**src/rtl/axi_write_rx_pkg.sv**
```systemverilog
// Shared constants and types for the AXI4 MCTP-over-PCIe VDM write responder:
// packet-position encodings, header field positions, response and error codes.
package axi_write_rx_pkg;

  // SOM/EOM packet-position encodings from header[127:126]
  localparam logic [1:0] M_PKT  = 2'b00;
  localparam logic [1:0] L_PKT  = 2'b01;
  localparam logic [1:0] S_PKT  = 2'b10;
  localparam logic [1:0] SG_PKT = 2'b11;

  // Bit positions (LSB) of the header fields in beat 0
  localparam int HDR_FMT_LSB  = 5;
  localparam int HDR_TYPE_LSB = 3;
  localparam int HDR_CODE_LSB = 56;
  localparam int HDR_VID_LSB  = 80;
  localparam int HDR_ASM_LSB  = 120;  // {som_eom, seq, tag} occupy [127:120]

  localparam logic [2:0] FMT_VDM      = 3'b011;
  localparam logic [1:0] TYPE_MSG     = 2'b10;
  localparam logic [7:0] MSG_CODE_VDM = 8'h7F;

  localparam logic [2:0] AWSIZE_32B = 3'd5;
  localparam logic [1:0] BURST_INCR = 2'b01;

  localparam logic [1:0] BRESP_OKAY   = 2'b00;
  localparam logic [1:0] BRESP_SLVERR = 2'b10;

  typedef enum logic [2:0] {
    ASM_ERR_NONE    = 3'd0,
    ASM_ERR_RESTART = 3'd1,
    ASM_ERR_SEQ     = 3'd2,
    ASM_ERR_TAG     = 3'd3,
    ASM_ERR_ORPHAN  = 3'd4
  } asm_err_t;

  typedef enum logic {
    ASM_IDLE,
    ASM_ACTIVE
  } asm_state_t;

  typedef enum logic [1:0] {
    IDLE,
    DATA,
    RESP
  } bus_state_t;

endpackage

```
**src/rtl/axi_write_rx_asm_check.sv**
```systemverilog
// MCTP message assembly tracker: follows SOM/EOM, packet sequence and tag
// across bursts and reports completion or an assembly error code per packet.
module mctp_asm_check
  import axi_write_rx_pkg::*;
(
  input  logic       i_clk,
  input  logic       i_reset,
  input  logic       i_eval,
  input  logic [1:0] i_som_eom,
  input  logic [1:0] i_seq,
  input  logic [3:0] i_tag,
  output logic       o_msg_done,
  output logic [2:0] o_asm_err
);

  asm_state_t state;
  logic [3:0] cur_tag;
  logic [1:0] exp_seq;

  // NOTE: state registers use non-blocking assignments so every flop samples pre-edge values.
  always_ff @(posedge i_clk) begin
    if (i_reset) begin
      state      <= ASM_IDLE;
      cur_tag    <= '0;
      exp_seq    <= '0;
      o_msg_done <= 1'b0;
      o_asm_err  <= ASM_ERR_NONE;
    end else begin
      o_msg_done <= 1'b0;
      o_asm_err  <= ASM_ERR_NONE;
      if (i_eval) begin
        case (i_som_eom)
          S_PKT: begin
            if (state == ASM_ACTIVE) o_asm_err <= ASM_ERR_RESTART;
            cur_tag <= i_tag;
            exp_seq <= i_seq + 2'd1;
            state   <= ASM_ACTIVE;
          end
          M_PKT, L_PKT: begin
            if (state != ASM_ACTIVE) begin
              o_asm_err <= ASM_ERR_ORPHAN;
              state     <= ASM_IDLE;
            end else if (i_tag != cur_tag) begin
              o_asm_err <= ASM_ERR_TAG;
              state     <= ASM_IDLE;
            end else if (i_seq != exp_seq) begin
              o_asm_err <= ASM_ERR_SEQ;
              state     <= ASM_IDLE;
            end else begin
              exp_seq <= exp_seq + 2'd1;
              if (i_som_eom == L_PKT) begin
                o_msg_done <= 1'b1;
                state      <= ASM_IDLE;
              end
            end
          end
          SG_PKT: begin
            if (state == ASM_ACTIVE) o_asm_err <= ASM_ERR_RESTART;
            o_msg_done <= 1'b1;
            state      <= ASM_IDLE;
          end
        endcase
      end
    end
  end

endmodule

```
**src/rtl/axi_write_rx.sv**
```systemverilog
// AXI4 write responder terminating MCTP-over-PCIe VDM bursts; forwards beats
// downstream, validates the beat-0 header and tracks message assembly.
// Define AXI_WRITE_RX_STATS_EN to add saturating message/error/SLVERR counters.
module axi_write_rx
  import axi_write_rx_pkg::*;
#(
  parameter int          ID_W    = 7,
  parameter logic [15:0] EXP_VID = 16'hB41A,
  parameter logic [7:0]  MAX_LEN = 8'd15
) (
  input  logic            i_clk,
  input  logic            i_reset,
  input  logic [ID_W-1:0] I_AWID,
  input  logic [63:0]     I_AWADDR,
  input  logic [7:0]      I_AWLEN,
  input  logic [2:0]      I_AWSIZE,
  input  logic [1:0]      I_AWBURST,
  input  logic            I_AWVALID,
  output logic            O_AWREADY,
  input  logic [255:0]    I_WDATA,
  input  logic [31:0]     I_WSTRB,
  input  logic            I_WLAST,
  input  logic            I_WVALID,
  output logic            O_WREADY,
  output logic [ID_W-1:0] O_BID,
  output logic [1:0]      O_BRESP,
  output logic            O_BVALID,
  input  logic            I_BREADY,
  output logic [255:0]    O_PLD_DATA,
  output logic            O_PLD_FIRST,
  output logic            O_PLD_LAST,
  output logic            O_PLD_VALID,
  input  logic            I_PLD_READY,
  output logic [127:0]    O_HDR,
  output logic            O_HDR_VALID,
  output logic            O_MSG_DONE,
  output logic [2:0]      O_ASM_ERR
`ifdef AXI_WRITE_RX_STATS_EN
  ,
  output logic [31:0]     O_STAT_MSG,
  output logic [31:0]     O_STAT_ERR,
  output logic [31:0]     O_STAT_SLVERR
`endif
);

  bus_state_t      state;
  logic [ID_W-1:0] aw_id;
  logic [7:0]      aw_len;
  logic [7:0]      beat_cnt;
  logic            err;       // doubles as the drop flag for the rest of the burst
  logic            hdr_good;

  logic       in_data, first_beat, w_hs, b_hs, aw_hs, aw_bad;
  logic       beat0_good, hdr_good_now, new_err, asm_eval;
  logic [7:0] asm_fields;
  logic       unused_ok;

  assign unused_ok = ^{I_AWADDR, I_WSTRB};

  assign in_data     = (state == DATA);
  assign first_beat  = (beat_cnt == 8'd0);
  assign O_WREADY    = in_data & (I_PLD_READY | err);
  assign O_PLD_VALID = in_data & I_WVALID & ~err;
  assign O_PLD_DATA  = I_WDATA;
  assign O_PLD_FIRST = in_data & first_beat;
  assign O_PLD_LAST  = I_WLAST;

  assign w_hs  = I_WVALID & O_WREADY;
  assign aw_hs = I_AWVALID & O_AWREADY;
  assign b_hs  = O_BVALID & I_BREADY;

  assign aw_bad = (I_AWSIZE != AWSIZE_32B) | (I_AWBURST != BURST_INCR) | (I_AWLEN > MAX_LEN);

  // A single-beat burst must be judged on the header it is carrying right now.
  // NOTE: every always_comb output gets a default first so no latch is inferred.
  always_comb begin
    beat0_good   = 1'b0;
    hdr_good_now = hdr_good;
    asm_fields   = O_HDR[HDR_ASM_LSB +: 8];
    new_err      = I_WLAST & (beat_cnt != aw_len);
    beat0_good = (I_WDATA[HDR_FMT_LSB +: 3]  == FMT_VDM)
              && (I_WDATA[HDR_TYPE_LSB +: 2] == TYPE_MSG)
              && (I_WDATA[HDR_CODE_LSB +: 8] == MSG_CODE_VDM)
              && (I_WDATA[HDR_VID_LSB +: 16] == EXP_VID);
    if (first_beat) begin
      hdr_good_now = beat0_good;
      asm_fields   = I_WDATA[HDR_ASM_LSB +: 8];
      new_err      = new_err | ~beat0_good;
    end
  end

  assign asm_eval = in_data & w_hs & I_WLAST & hdr_good_now;

  always_ff @(posedge i_clk) begin
    if (i_reset) begin
      state       <= IDLE;
      O_AWREADY   <= 1'b0;
      O_BVALID    <= 1'b0;
      O_BRESP     <= BRESP_OKAY;
      O_BID       <= '0;
      O_HDR       <= '0;
      O_HDR_VALID <= 1'b0;
      aw_id       <= '0;
      aw_len      <= '0;
      beat_cnt    <= '0;
      err         <= 1'b0;
      hdr_good    <= 1'b0;
    end else begin
      O_HDR_VALID <= 1'b0;
      case (state)
        IDLE: begin
          O_AWREADY <= 1'b1;
          if (aw_hs) begin
            O_AWREADY <= 1'b0;
            aw_id     <= I_AWID;
            aw_len    <= I_AWLEN;
            beat_cnt  <= '0;
            err       <= aw_bad;
            hdr_good  <= 1'b0;
            state     <= DATA;
          end
        end
        DATA: begin
          if (w_hs) begin
            if (beat_cnt != 8'hFF) beat_cnt <= beat_cnt + 8'd1;
            if (first_beat) begin
              O_HDR       <= I_WDATA[127:0];
              O_HDR_VALID <= 1'b1;
              hdr_good    <= beat0_good;
            end
            if (new_err) err <= 1'b1;
            if (I_WLAST) begin
              O_BVALID <= 1'b1;
              O_BID    <= aw_id;
              O_BRESP  <= (err | new_err) ? BRESP_SLVERR : BRESP_OKAY;
              state    <= RESP;
            end
          end
        end
        RESP: begin
          if (b_hs) begin
            O_BVALID  <= 1'b0;
            O_AWREADY <= 1'b1;
            state     <= IDLE;
          end
        end
        default: state <= IDLE;
      endcase
    end
  end

  mctp_asm_check u_asm_check (
    .i_clk      (i_clk),
    .i_reset    (i_reset),
    .i_eval     (asm_eval),
    .i_som_eom  (asm_fields[7:6]),
    .i_seq      (asm_fields[5:4]),
    .i_tag      (asm_fields[3:0]),
    .o_msg_done (O_MSG_DONE),
    .o_asm_err  (O_ASM_ERR)
  );

`ifdef AXI_WRITE_RX_STATS_EN
  always_ff @(posedge i_clk) begin
    if (i_reset) begin
      O_STAT_MSG    <= '0;
      O_STAT_ERR    <= '0;
      O_STAT_SLVERR <= '0;
    end else begin
      if (O_MSG_DONE && O_STAT_MSG != 32'hFFFF_FFFF) O_STAT_MSG <= O_STAT_MSG + 32'd1;
      if (O_ASM_ERR != ASM_ERR_NONE && O_STAT_ERR != 32'hFFFF_FFFF) O_STAT_ERR <= O_STAT_ERR + 32'd1;
      if (b_hs && O_BRESP == BRESP_SLVERR && O_STAT_SLVERR != 32'hFFFF_FFFF)
        O_STAT_SLVERR <= O_STAT_SLVERR + 32'd1;
    end
  end
`endif

endmodule

```
**config.mk**
```make
export PLATFORM = sky130hd
export DESIGN_NAME = axi_write_rx
export DESIGN_NICKNAME = d
export VERILOG_FILES = /design/src/rtl/axi_write_rx_pkg.sv /design/src/rtl/axi_write_rx_asm_check.sv /design/src/rtl/axi_write_rx.sv
export SDC_FILE = /design/constraint.sdc
export NUM_CORES = 1
export LEC_CHECK = 0
export BUFFER_PORTS_ARGS = -buffer_cell sky130_fd_sc_hd__buf_2
export CAP_MARGIN = 20
export CORE_AREA = 2 2 304 306
export CTS_CLUSTER_SIZE = 12
export DETAILED_ROUTE_END_ITERATION = 16
export DIE_AREA = 0 0 306 308
export PLACE_DENSITY = 0.3
export SYNTH_ARGS = -nofsm -noshare
export SYNTH_HDL_FRONTEND = slang
export SYNTH_HIERARCHICAL = 1
export SYNTH_SLANG_ARGS = --single-unit
```
**constraint.sdc**
```tcl
create_clock -name i_clk -period 3.19 [get_ports i_clk]
set_clock_uncertainty 0.15 [all_clocks]
set_input_delay 0.319 -clock i_clk [delete_from_list [all_inputs] [get_ports i_clk]]
set_output_delay 0.319 -clock i_clk [all_outputs]
set_load 0.02 [all_outputs]
```
==> impl_metrics.json <==
{
  "layout_common_cells": "428 x buf_2, 339 x nand2_1, 177 x dfxtp_1",
  "wl_met1_mm": 13.55,
  "postRouteAntennaNets": 0,
  "max_cap_violations": 0,
  "design_power_total_mw": 5.415,
  "initial_utilization_pct": 9.706,
  "synthFlopType": "dfxtp_1",
  "rows": 111,
  "critPathKind": "input pin to register",
  "endpoint_kind": "register",
  "ys_seq_area_share_pct": 40.13,
  "final_hold_viol_count": 0,
  "max_stage_delay_ps": 560,
  "synth.largest_area_cell": "dfxtp_1",
  "final_common_cell": "buf_2",
  "io_pins": 783,
  "syn-instance-count": 1127,
  "grt_max_degree": 93,
  "die_y_um": 308,
  "tightest_slew_ps": 810.5,
  "required_ps": 3430,
  "critPathMostFrequentCell": "nand2_1",
  "grt_pass1_wl_mm": 49.51,
  "drive_gt1_share_pct": 34.85,
  "cts_buffers": 17,
  "antenna_found_initial": 3,
  "wl_mm": 34.04,
  "n_fill_cell": 10370,
  "clock_tree.htree_level_count": 4,
  "portBuffers": 429,
  "grt_pass1_vias": 8227,
  "core_area_mm2": 0.09097,
  "grt-ovfl-total": 0,
  "fin_crit_ps": 2965,
  "crit_slowest_cell": "or4_4",
  "crit_path_start_kind": "input pin",
  "yosysUniqueCellTypes": 60,
  "wl_per_cell_um": 12.92,
  "wl_met2_mm": 16.38,
  "dr.pass1.iters": 4,
  "synth_seq_cells": 177,
  "ctsRootBufferMaster": "clkbuf_16",
  "hp-class": "input pin to register",
  "fin_util_pct": 13.85,
  "outcome": "finished clean",
  "die_area_mm2": 0.09425,
  "drc_errors": 0,
  "synth-edff-count": 0,
  "maxSlewHeadroom_pct": 45.67,
  "slew_viol_final": 0,
  "crit_buf_inv": 3,
  "cpLargestDelayFamily": "simple AND/OR/NAND/NOR gates",
  "crit_fanout": 3,
  "cts_tree": "built",
  "syn-cell-area_mm2": 0.008830,
  "vias": 8167,
  "drtIter0Drc": 343,
  "synthTopCellsByArea": "dfxtp_1 40%, buf_4 22%, nand2_1 14%, a21oi_1 8.8%, xor2_1 1.4%",
  "power_per_cell_area_mw_per_mm2": 429.7,
  "synth_warnings": 6,
  "dp_hpwl_mm": 24.80,
  "p_leak_nw": 5.287,
  "rsz0062_at_grt": "no",
  "fmax_ghz": 0.3373,
  "setup_violations": 0,
  "place_congestion": 0.7165,
  "fp.dieW_um": 306,
  "fin_setup_tns_ps": 0,
  "syn_nets": 1508,
  "synthToLayoutAreaGrowth_pct": 42.72,
  "track_usage_pct": 7.131,
  "yosysTopAreaCellShare_pct": 40.13,
  "ys_async_sr_fraction_pct": 0,
  "cp_cell_sequence": "dlygate4sd3_1 > buf_2 > nand2_1 > or4_4 > nor3_1 > buf_4 > mux2i_1 > nor2_1 > nand2_1 > nand4b_1 > o211a_1 > a311o_1",
  "viasPerCell": 3.101,
  "clk_pin_slew_ps": 80,
  "routed.top_layer": "met5",
  "cts_num_sinks": 177,
  "syn-mean-instance-area_um2": 7.835,
  "clk_path_buf_depth": 2,
  "timing.final.crit_share_pct": 92.95,
  "cts_setup_buffers": 0,
  "peakVddDrop_v": 0.0004132,
  "crit_arrival_ps": 3210,
  "wl_met3_mm": 2.898,
  "clock_latency_ps": 500,
  "nets": 1814
}
## cell usage after synthesis, types with 2 or more instances
cell type,n
nand4_1,3
nor3_1,8
and4bb_2,3
nand2_1,341
buf_2,23
buf_6,5
mux2i_1,5
xor2_1,14
or3_1,2
nor2_1,31
xnor2_2,4
ha_1,2
clkbuf_1,26
and3_1,3
nor4_1,4
nand3_1,8
buf_4,259
xnor2_1,2
nand3b_1,3
nand4b_1,2
a21oi_1,156
nor4b_1,2
nand2b_1,3
inv_1,6
dfxtp_1,177
## per-layer routing
layer	vias to the layer above	global-route usage, %
met1	3715	7.590
met2	375	12.00
met4	2	3.964
li1	3985	-
met5	-	0
met3	90	2.893
## logic make-up (layout without fill, tap and decap cells)
family | count (synthesis) | count (layout) | share of synthesized area, %
simple gates | 430 | 430 | 20.77
buf+inv | 320 | 639 | 25.38
flops | 177 | 177 | 40.13
compound gates | 171 | 171 | 10.37
xor+xnor | 20 | 20 | 2.324
mux | 6 | 6 | 0.6944
fa+ha+maj | 2 | 2 | 0.2834
other cells | 1 | 3 | 0.04247
## flip-flops by register name (all words and copies together) (netlist names)
name                    count
err                         1
hdr_good                    1
beat_cnt                    8
u_asm_check/state           1
aw_id                       7
O_BID                       7
u_asm_check/exp_seq         2
O_BRESP                     1
O_BVALID                    1
u_asm_check/o_msg_done      1
O_HDR                     128
O_HDR_VALID                 1
u_asm_check/cur_tag         4
u_asm_check/o_asm_err       3
state                       2
aw_len                      8
O_AWREADY                   1
## what timing repair did
item / CTS / global route
setup endpoints to repair: 0 / 3
gates resized for setup: 0 / 2
hold buffers: 149 / 0
hold endpoints to repair: 146 / 0
## cell type report
cell class / instances / area (um2) / share of cell area (%)
Multi-Input combinational cell: 630 / 3073 / 24.38
Clock buffer: 20 / 456.7 / 3.624
Timing Repair Buffer: 601 / 3892 / 30.89
Antenna cell: 2 / 5.005 / 0.03971
Clock inverter: 12 / 125.1 / 0.9929
Inverter: 6 / 22.52 / 0.1787
Sequential cell: 177 / 3543 / 28.12
Tap cell: 1186 / 1484 / 11.78
## power breakdown
group	internal, mW	total (mW)	switching (mW)	leakage, nW
Clock	1.14	2.22	1.08	0.281
Combinational	0.366	0.894	0.528	3.57
Sequential	2.27	2.30	0.0360	1.43
## metrics by stage
step                setup WS [ps]  instance area, um2  hold WS, ps  std cells
floorplan                   664.8                8830        282.1       1127
global route                78.81               12600        144.1       2632
global placement            134.0               10520        287.3       2451
finish                      224.8               12600        149.7       2634
CTS                         56.89               12590        71.01       2632
detailed placement          149.1               10520        293.7       2451
## path summary, 6_finish.rpt
path               start                      to  slack (ps)  cells after the start
min reg2reg     aw_id[3]                O_BID[3]         300                      2
max reg2reg  beat_cnt[0]              O_HDR[124]         400                     10
max          I_WDATA[61]  u_asm_check/exp_seq[1]         220                     12
min          I_WDATA[62]               O_HDR[62]         150                      4
## tightest hold or removal path, delay by kind of cell
kind / cells / cell delay [ps]
buffers and inverters: 2 / 300
AO/OA/AOI/OAI: 1 / 60
AND/OR/NAND/NOR: 1 / 70
Note: power is estimated with default switching activity, not from simulation.
